`src/rtl/snn_pkg.sv`:
```
// Shared definitions for the SNN timestep scheduler.
//   state_t         : scheduler FSM states
//   OUTPUTS_DEFAULT : default number of observed output neurons
//   COUNT_BITS_DEFAULT : default spike-counter width
//   WINNER_BITS     : index width of the winning class at default size
//   COUNT_MAX       : saturation value of a default-width counter
package snn_pkg;

  localparam int OUTPUTS_DEFAULT    = 8;
  localparam int COUNT_BITS_DEFAULT = 8;
  localparam int WINNER_BITS        = $clog2(OUTPUTS_DEFAULT);
  localparam int COUNT_MAX          = (1 << COUNT_BITS_DEFAULT) - 1;

  typedef enum logic [2:0] {
    S_IDLE,
    S_CLEAR,
    S_RUN,
    S_DRAIN,
    S_DONE
  } state_t;

endpackage

```
`src/rtl/snn_argmax.sv`:
```
// Combinational argmax over N packed unsigned counts.
//   counts : N*W bits, element i at [i*W +: W]
//   winner : index of the maximum; ties resolve to the lowest index
module snn_argmax
  import snn_pkg::*;
#(
  parameter int N     = OUTPUTS_DEFAULT,
  parameter int W     = COUNT_BITS_DEFAULT,
  parameter int IDX_W = WINNER_BITS
) (
  input  logic [N*W-1:0]   counts,
  output logic [IDX_W-1:0] winner
);

  logic [W-1:0] best;

  // Strict greater-than keeps the earliest index on ties.
  always_comb begin
    best   = counts[W-1:0];
    winner = '0;
    for (int i = 1; i < N; i++) begin
      if (counts[i*W +: W] > best) begin
        best   = counts[i*W +: W];
        winner = IDX_W'(i);
      end
    end
  end

endmodule

```
`src/rtl/snn_timestep_scheduler.sv`:
```
// Sequences one inference of the spiking network: pulses clear_state,
// runs execute for num_steps cycles, drains the inter-layer pipeline and
// rate-decodes the output layer into saturating per-neuron spike counts.
//   clk, reset (async, active-high)
//   start_valid/start_ready/num_steps : inference request handshake
//   abort        : cancel the current run (ignored in IDLE)
//   execute      : network enable, one timestep per cycle
//   clear_state  : one-cycle neuron/layer clear pulse
//   spikes       : output-layer spike vector
//   result_valid/result_ready : result handshake
//   spike_counts : neuron i at [i*COUNT_BITS +: COUNT_BITS]
//   winner       : lowest index holding the maximum count
//   busy         : scheduler not idle
module snn_timestep_scheduler
  import snn_pkg::*;
#(
  parameter int OUTPUTS    = OUTPUTS_DEFAULT,
  parameter int COUNT_BITS = COUNT_BITS_DEFAULT,
  parameter int STEPS_BITS = 8,
  parameter int PIPE_DEPTH = 2
) (
  input  logic                          clk,
  input  logic                          reset,
  input  logic                          start_valid,
  output logic                          start_ready,
  input  logic [STEPS_BITS-1:0]         num_steps,
  input  logic                          abort,
  output logic                          execute,
  output logic                          clear_state,
  input  logic [OUTPUTS-1:0]            spikes,
  output logic                          result_valid,
  input  logic                          result_ready,
  output logic [OUTPUTS*COUNT_BITS-1:0] spike_counts,
  output logic [$clog2(OUTPUTS)-1:0]    winner,
  output logic                          busy
);

  localparam int WB = $clog2(OUTPUTS);
  localparam logic [COUNT_BITS-1:0] CNT_MAX   = '1;
  localparam logic [2:0]            DRAIN_END = 3'(PIPE_DEPTH - 1);

  function automatic logic [COUNT_BITS-1:0] sat_inc(input logic [COUNT_BITS-1:0] v);
    return (v == CNT_MAX) ? v : v + 1'b1;
  endfunction

  state_t                  state;
  logic [STEPS_BITS-1:0]   steps_q;
  logic [STEPS_BITS-1:0]   step_cnt;
  logic [2:0]              drain_cnt;
  logic [PIPE_DEPTH-1:0]   exec_dly;
  logic                    sample_en;
  logic                    start_hs;
  logic                    abort_act;
  logic [COUNT_BITS-1:0]   cnt [OUTPUTS];

  assign start_ready = (state == S_IDLE);
  assign busy        = (state != S_IDLE);
  assign start_hs    = start_valid & start_ready;
  assign abort_act   = abort & busy;
  // Spikes arrive PIPE_DEPTH cycles after the execute that caused them.
  assign sample_en   = exec_dly[PIPE_DEPTH-1];

  always_ff @(posedge clk or posedge reset) begin
    if (reset) begin
      state        <= S_IDLE;
      execute      <= 1'b0;
      clear_state  <= 1'b0;
      result_valid <= 1'b0;
      steps_q      <= '0;
      step_cnt     <= '0;
      drain_cnt    <= '0;
    end else begin
      clear_state <= 1'b0;
      if (abort_act) begin
        // Abort overrides every transition, including the DONE handshake.
        state        <= S_IDLE;
        execute      <= 1'b0;
        result_valid <= 1'b0;
      end else begin
        case (state)
          S_IDLE: begin
            if (start_hs) begin
              steps_q  <= num_steps;
              step_cnt <= '0;
              if (num_steps == '0) begin
                state        <= S_DONE;
                result_valid <= 1'b1;
              end else begin
                state       <= S_CLEAR;
                clear_state <= 1'b1;
              end
            end
          end
          S_CLEAR: begin
            state   <= S_RUN;
            execute <= 1'b1;
          end
          S_RUN: begin
            step_cnt <= step_cnt + 1'b1;
            if (step_cnt == steps_q - 1'b1) begin
              state     <= S_DRAIN;
              execute   <= 1'b0;
              drain_cnt <= '0;
            end
          end
          S_DRAIN: begin
            if (drain_cnt == DRAIN_END) begin
              state        <= S_DONE;
              result_valid <= 1'b1;
            end else begin
              drain_cnt <= drain_cnt + 1'b1;
            end
          end
          S_DONE: begin
            if (result_ready) begin
              state        <= S_IDLE;
              result_valid <= 1'b0;
            end
          end
          default: state <= S_IDLE;
        endcase
      end
    end
  end

  // ---- sample stage: execute delay line and saturating counters ----
  always_ff @(posedge clk or posedge reset) begin
    if (reset) begin
      exec_dly <= '0;
      for (int i = 0; i < OUTPUTS; i++) cnt[i] <= '0;
    end else begin
      if (abort_act) exec_dly <= '0;
      else           exec_dly <= (exec_dly << 1) | PIPE_DEPTH'(execute);
      for (int i = 0; i < OUTPUTS; i++) begin
        if (start_hs)                    cnt[i] <= '0;
        else if (sample_en && spikes[i]) cnt[i] <= sat_inc(cnt[i]);
      end
    end
  end

  for (genvar g = 0; g < OUTPUTS; g++) begin : g_flat
    assign spike_counts[g*COUNT_BITS +: COUNT_BITS] = cnt[g];
  end

  snn_argmax #(
    .N     (OUTPUTS),
    .W     (COUNT_BITS),
    .IDX_W (WB)
  ) u_argmax (
    .counts (spike_counts),
    .winner (winner)
  );

endmodule

```
`config.mk`:
```
export PLATFORM = sky130hd
export DESIGN_NAME = snn_timestep_scheduler
export DESIGN_NICKNAME = d
export VERILOG_FILES = /design/src/rtl/snn_pkg.sv /design/src/rtl/snn_argmax.sv /design/src/rtl/snn_timestep_scheduler.sv
export SDC_FILE = /design/constraint.sdc
export NUM_CORES = 1
export LEC_CHECK = 0
export ABC_CLOCK_PERIOD_IN_PS = 38700
export CAP_MARGIN = 5
export CORE_ASPECT_RATIO = 1.75
export CORE_UTILIZATION = 61
export CTS_BUF_LIST = sky130_fd_sc_hd__clkbuf_16
export DETAILED_ROUTE_END_ITERATION = 12
export PLACE_DENSITY = 0.87
export SKIP_LAST_GASP = 1
export SLEW_MARGIN = 15
export SYNTH_ARGS = -nofsm -noshare
export SYNTH_HDL_FRONTEND = slang
export SYNTH_HIERARCHICAL = 1
export SYNTH_SLANG_ARGS = --single-unit
```
`constraint.sdc`:
```
create_clock -name clk -period 38.7 [get_ports clk]
set_input_delay 7.74 -clock clk [delete_from_list [all_inputs] [get_ports clk]]
set_output_delay 7.74 -clock clk [all_outputs]
set_load 0.02 [all_outputs]
```
Yosys cells after proc, flatten, opt, wreduce, memory -nomap -nowiden
Index checks and enable logic that the tools add are counted.
Operators by class
  reductions and logical operators: 37
  $add $sub $neg: 11
  multiplexer cells: 63
  equal/unequal tests: 30
  magnitude comparators: 7
  bitwise logic cells: 4
Operators by type and width (count)
  2-to-1 mux 8 bit: 31
  adder 8 x 1 -> 8 bit (second input constant): 9
  equality test 8 bit (second input constant): 8
  > comparator 8 bit: 7
  2-to-1 mux 3 bit: 12
  != test 2 bit (second input constant): 10
  nonzero test 2 bit: 10
  AND reduction 2 bit: 9
  case mux 8 bit (2 select lines): 1
  case mux 3 bit (5 select lines): 1
  2-to-1 mux 1 bit: 12
  != test 3 bit (second input constant): 3
  equality test 8 bit: 1
  logical AND 1 bit: 8
  logical NOT 8 bit: 1
  AND reduction 4 bit: 2
  subtractor 8 x 1 -> 8 bit (second input constant): 1
  equality test 3 x 1 -> 1 bit (second input constant): 2
  equality test 3 x 2 -> 1 bit (second input constant): 2
  2-to-1 mux 2 bit: 3
  != test 3 x 1 -> 1 bit (second input constant): 2
  case mux 3 bit (2 select lines): 1
  AND reduction 3 bit: 2
  nonzero test 3 bit: 2
  other kinds (11): 12
Storage, ports and cells
  register bits after elaboration: 91
  logic and storage cells: 168
  output and inout port bits: 72
  bits of input ports: 21

Depth between registers and ports, before layout
Gate-level depths: netlist of the first run.
  depth in word-level cells: 14
  mapped depth: 69
  depth with buffers taken out: 68

Hierarchy
The synthesis of the first run kept the hierarchy.
By module, submodules not included
  snn_timestep_scheduler: instances 1, cells an instance 484, area an instance 4787.1 µm², seq. area each 2277.2 µm²
  snn_argmax: instances 1, cells an instance 321, area an instance 2327.2 µm², seq. area each 0.0 µm²

Worst setup path before layout of the first run
No wires, ideal clock.
  kind: reg2out
  from: register cnt, in the netlist spike_counts[5]
  to: output winner[2]
  slack: 18.368 ns
  stages on the path, launching flop included: 67
  arrival time: 12.592 ns
  data required time: 30.960 ns
  path through: dfrtp_1 inv_1 ha_1 a211o_1 a21oi_4 nand3_2 nand2_1 mux2i_1 ha_1 a2111oi_0 o21bai_1 o41a_1 nand2_1 mux2i_1 inv_1 ha_1 nor2b_1 or4_1 [31 not listed] nand2b_1 a21oi_1 o21ai_0 o21ai_0 clkbuf_1 nand3_1 a31oi_1 a211oi_1 ha_1 nor2b_1 o21a_1 o21ai_0 nand2b_1 a21oi_1 nor2_1 a211oi_1 a21oi_1 a2111o_1
On the way
  longest elaborated chain between the ends: 14
Ends and longest elaborated chain
  start: declaration: RTL line snn_timestep_scheduler.sv:54  | logic [COUNT_BITS-1:0] cnt [OUTPUTS];
  start signal: indexed assignment: RTL line snn_timestep_scheduler.sv:136  | else if (sample_en && spikes[i]) cnt[i] <= sat_inc(cnt[i]);
  > comparator 8 bit: RTL line snn_argmax.sv:22  | if (counts[i*W +: W] > best) begin
  2-to-1 mux 8 bit *: RTL line snn_argmax.sv:22
  > comparator 8 bit: RTL line snn_argmax.sv:22
  2-to-1 mux 8 bit *: RTL line snn_argmax.sv:22
  > comparator 8 bit: RTL line snn_argmax.sv:22
  2-to-1 mux 8 bit *: RTL line snn_argmax.sv:22
  > comparator 8 bit: RTL line snn_argmax.sv:22
  2-to-1 mux 8 bit: RTL line snn_argmax.sv:22
  > comparator 8 bit: RTL line snn_argmax.sv:22
  2-to-1 mux 8 bit: RTL line snn_argmax.sv:22
  > comparator 8 bit: RTL line snn_argmax.sv:22
  2-to-1 mux 8 bit: RTL line snn_argmax.sv:22
  > comparator 8 bit: RTL line snn_argmax.sv:22
  2-to-1 mux 3 bit *: RTL line snn_argmax.sv:22
  end: declaration: RTL line snn_timestep_scheduler.sv:34  | output logic [$clog2(OUTPUTS)-1:0] winner,
Every way passes the cells marked *; elsewhere a longest branch is shown, timed or not.

Worst setup path after layout of the first run
  from: register cnt, in the netlist spike_counts[9]
  to: output winner[2]
The elaborated chain is that of the path after synthesis.

==> flow_summary.toml, run 1 <==
[timing]
setup_viol = 0
drv_slew = 0
rsz0062_at_grt = "no"
fmax_mhz = 43.0
hold_violations = 0
tightest_slew_ps = 1050
finalCritPeriodShare_pct = 60.1
slew_headroom_pct = 29.5
skew_ps = 7.68
finalCriticalPeriod_ps = 23260
tns_ps = 0

[synth]
yosys_warnings = 6
syn_area_um2 = 7110
avgSynthCellArea_um2 = 8.84
synth_top_cell_by_area = "dfrtp_1"
synth_edf_count = 0
yosysUniqueCellTypes = 79
synth-seq-cells = 91
syn-num-nets = 890
synth_area_leaders = "dfrtp_1, ha_1, nor2_1, xor2_1, mux2i_1"
synthFlopType = "dfrtp_1"
synthCells = 805
async_reset_ff_share_pct = 100
yosysMostFrequentCell = "nor2_1"
yosysTopAreaCellShare_pct = 32.0
seq_area_frac_synth_pct = 32.0
ys_top_cells_by_count = "nor2_1, dfrtp_1, nand2_1, ha_1, inv_1"

[finish]
fin_nets = 975
num-fill-cells = 873
layout-drive-gt1-share_pct = 6.26
diodes = 0
area_growth_pct = 18.4
post-route-util_pct = 75.0

[route]
routed_wirelength_um = 19300
wl_met1_um = 7310
drtAntennaViolNets = 0
met3WireLength_um = 764
wl_per_cell_um = 18.8
drtIter0Drc = 407
first_pass_iters = 5
vias = 6581
wl_met2_um = 10200
top_layer_used = "met4"
avgViaCountPerCell = 6.41
drcViolationCount = 0

[worst_hold_path]
hold_start = "result_valid"
whs_path_depth = 1
hold_end = "result_valid"
min_path_type = "flip-flop to flip-flop"

[cts]
ctsLongestPathBuffers = 2
ctsResizeCount = 0
path_clk_slew_ps = 80
cts_setup_buffers = 0
ctsHoldBuffers = 0
insertion_delay_ps = 350
cts_tree = "built"
cts_sinks = 91
root_buffer = "clkbuf_16"
cts_made_buffers = 9
h-tree-depth = 3

[worst_setup_path]
rrSetupSlack_ps = 36220
slowest_delay_ps = 560
crit_fanout = 13
worstPathArrival_ps = 15520
worstSetupPathType = "flip-flop to output pin"
crit_path_start_kind = "flip-flop"
r2r-start = "state[0]"
reg2regPathDepth = 6
cpMaxStageDelayCell = "clkdlybuf4s50_1"
crit_required_ps = 30960
reg2reg_to = "step_cnt[1]"
endpoint_kind = "output pin"

[die]
ios = 93
die_x_um = 83.6
core_um2 = 11200
row_count = 51
die_h_um = 145
start_util_pct = 63.3
die_area_um2 = 12100

[global_routing]
grt_first_pass_wirelength_um = 31700
antenna_found_initial = 0
grt_remaining_overflow = 0
grt_usage_pct = 32.7
grt_max_degree = 92
grt_pass1_vias = 6581

[place]
gp_congestion = 0.985
portBuffers = 92
dpl.hpwl_um = 14100

[flow_run]
max_cap_viol_count = 0

[status]
outcome = "complete, no violations"
through the flow:
step / hold slack [ps] / cell area [um^2] / instances / worst slack (ps)
final: 497 / 8430 / 1027 / 15440
after global routing: 513 / 8430 / 1027 / 14570
after CTS: 505 / 8420 / 1027 / 15830
after detailed placement: 484 / 8100 / 1011 / 16250
after global placement: 482 / 8100 / 1011 / 16870
after floorplan: 467 / 7110 / 805 / 18370
critical path, delay by kind of cell, from the launching register on:
| kind | cells | cell delay [ps] |
|---|---|---|
| adder cells (fa/ha/maj) | 7 | 2100 |
| AO/OA/AOI/OAI | 32 | 5980 |
| AND/OR/NAND/NOR | 18 | 3690 |
| buffers and inverters | 4 | 930 |
| multiplexers | 5 | 1900 |
| flip-flops | 1 | 550 |
worst max-delay path by stage:
stage                               start        end  slack (ps)  cells after the start
final                     spike_counts[9]  winner[2]       15440                     66
after global routing      spike_counts[1]  winner[2]       14570                     68
after floorplan           spike_counts[5]  winner[2]       18370                     66
after CTS                 spike_counts[1]  winner[2]       15830                     67
after detailed placement  spike_counts[1]  winner[2]       16250                     68
after global placement    spike_counts[5]  winner[2]       16870                     68
flip-flops by register name (all words and copies together) (netlist names):
signal	cells
drain_cnt	3
spike_counts	64
state	3
execute	1
clear_state	1
step_cnt	8
exec_dly	2
steps_q	8
result_valid	1
layer usage:
metal / vias to the layer above / track usage, %
li1: 3065 / -
met1: 3202 / 35.3
met2: 231 / 60.4
met3: 83 / 4.82
met4: 0 / 19.1
met5: - / 0
layout make-up:
| type | instances | area [um^2] | area share [%] |
|---|---|---|---|
| clock buffers | 9 | 225 | 2.67 |
| clock inverters | 7 | 93.8 | 1.11 |
| inverters | 52 | 196 | 2.33 |
| multi-input cells | 640 | 4510 | 53.6 |
| flip-flops and latches | 91 | 2280 | 27.0 |
| well taps | 132 | 165 | 1.96 |
| repair buffers | 96 | 955 | 11.3 |
logic make-up after synthesis:
group | Yosys count | share of synthesized area (%)
and+or+nand+nor | 316 | 22.4
AOI/OAI and AO/OA | 156 | 16.1
DFF | 91 | 32.0
buffers and inverters | 74 | 4.56
xor gates and xnor gates | 66 | 8.13
adders and majority gates | 64 | 11.3
muxes | 38 | 5.56
placed cells by master (no fill, tap or decap), types with 16 or more instances in the layout:
master           count
mux2i_1             26
nand4_1             37
nor2_1              97
ha_1                64
nand3_1             26
xor2_1              40
clkdlybuf4s50_1     92
o21ai_0             32
xnor2_1             26
nand2_1             68
inv_1               51
a21oi_1             30
and3_1              16
dfrtp_1             91
Power of run 1 is left out: the tool's default activity adds up to more than one toggle a clock period on the data nets, which glitch-free logic cannot reach.
==> inputs of run 2 (changes only) <==
ABC_CLOCK_PERIOD_IN_PS = 18640   (was 38700)
CORE_UTILIZATION = 51   (was 61)
PLACE_DENSITY = 0.78   (was 0.87)
clock period = 18.64 ns   (was 38.7 ns; I/O delays follow)
==> flow_summary.toml, run 2 (synthesized netlist as in run 1, its figures left out) <==
[route]
drtAntennaViolNets = 0
wl_met1_um = 7300
drtIter0Drc = 409
routed_wirelength_um = 18900
wl_per_cell_um = 17.6
drcViolationCount = 0
vias = 6452
avgViaCountPerCell = 6.01
met3WireLength_um = 744
top_layer_used = "met4"
first_pass_iters = 5
wl_met2_um = 10000

[timing]
hold_violations = 0
finalCriticalPeriod_ps = 17840
tightest_slew_ps = 876
slew_headroom_pct = 41.6
setup_viol = 0
fmax_mhz = 56.0
skew_ps = 10.3
setup_ws_ps = 797
finalCritPeriodShare_pct = 95.7
drv_slew = 0

[die]
die_h_um = 158
row_count = 56
die_area_um2 = 14400
start_util_pct = 52.6
ios = 93
die_x_um = 91.3
core_um2 = 13500

[cts]
insertion_delay_ps = 350
root_buffer = "clkbuf_16"
cts_tree = "built"
cts_made_buffers = 9
path_clk_slew_ps = 70
h-tree-depth = 3
cts_sinks = 91
ctsLongestPathBuffers = 2

[worst_hold_path]
min_path_type = "flip-flop to flip-flop"
whs_path_depth = 1

[worst_setup_path]
path_depth = 68
slowest_delay_ps = 560
crit_path_start_kind = "flip-flop"
cp_top_family = "compound AO/OA/AOI/OAI gates"
reg2regPathDepth = 6
worstSetupPathType = "flip-flop to output pin"
worstPathArrival_ps = 14110
crit_required_ps = 14910
path_buf_inv = 6
crit_fanout = 13
cpMaxStageDelayCell = "clkdlybuf4s50_1"
endpoint_kind = "output pin"
crit_path_frequent_cell = "a21oi_1"

[finish]
layout_common_cells = "nor2_1, dfrtp_1, clkdlybuf4s50_1, nand2_1, ha_1"
final_area_um2 = 8550
layout-drive-gt1-share_pct = 8.22
final_cells = 1074
diodes = 0
fin_nets = 980
final_common_cell = "nor2_1"
post-route-util_pct = 63.2
largest_register_ffs = 64
area_growth_pct = 20.2

[place]
place_area_um2 = 8160
gp_congestion = 0.935
dpl.hpwl_um = 13600
dp.cells = 1054
place_ws_ps = 607
portBuffers = 92

[flow_run]
max_cap_viol_count = 0

[status]
outcome = "complete, no violations"

[global_routing]
antenna_found_initial = 0
grt_first_pass_wirelength_um = 31000
grt_usage_pct = 27.1
grt_pass1_vias = 6412
grt_remaining_overflow = 0
grt_max_degree = 83
-- run 2: layout make-up --
type / count / area, um^2
Inverter: 52 / 196
Timing Repair Buffer: 101 / 988
Clock inverter: 7 / 66.3
Clock buffer: 9 / 225
Tap cell: 174 / 218
Sequential cell: 91 / 2280
Multi-Input combinational cell: 640 / 4580
Fill cell: 1142 / 4970
-- run 2: routing by layer --
layer  track usage [%]  vias to the layer above
li1                  -                     3079
met1              29.0                     3114
met2              50.4                      194
met3              3.12                       65
met4              16.6                        0
met5                 0                        -
-- run 2: per-stage QoR --
step	hold WS (ps)	setup TNS, ps
2_1_floorplan	467	0
3_3_place_gp	491	0
3_5_place_dp	489	0
4_1_cts	510	0
5_1_grt	520	-113
6_report	511	0
-- run 2: final timing paths --
kind | start | endpoint | slack (ps)
max reg2reg | state[0] | step_cnt[1] | 16080
max | spike_counts[5] | winner[0] | 800
min | exec_dly[0] | exec_dly[1] | 510
min reg2reg | exec_dly[0] | exec_dly[1] | 510
min in group asynchronous | reset | result_valid | 3780
max in group asynchronous | reset | spike_counts[21] | 13730
-- run 2: what timing repair did --
| action | 4_1_cts | 5_1_grt |
|---|---|---|
| setup endpoints to repair | 0 | 3 |
| resized for setup | 0 | 19 |
| hold buffers | 0 | 0 |
| setup buffers | 0 | 4 |
| endpoints found under the hold margin | 0 | 0 |
Power of run 2 is left out for the same reason.
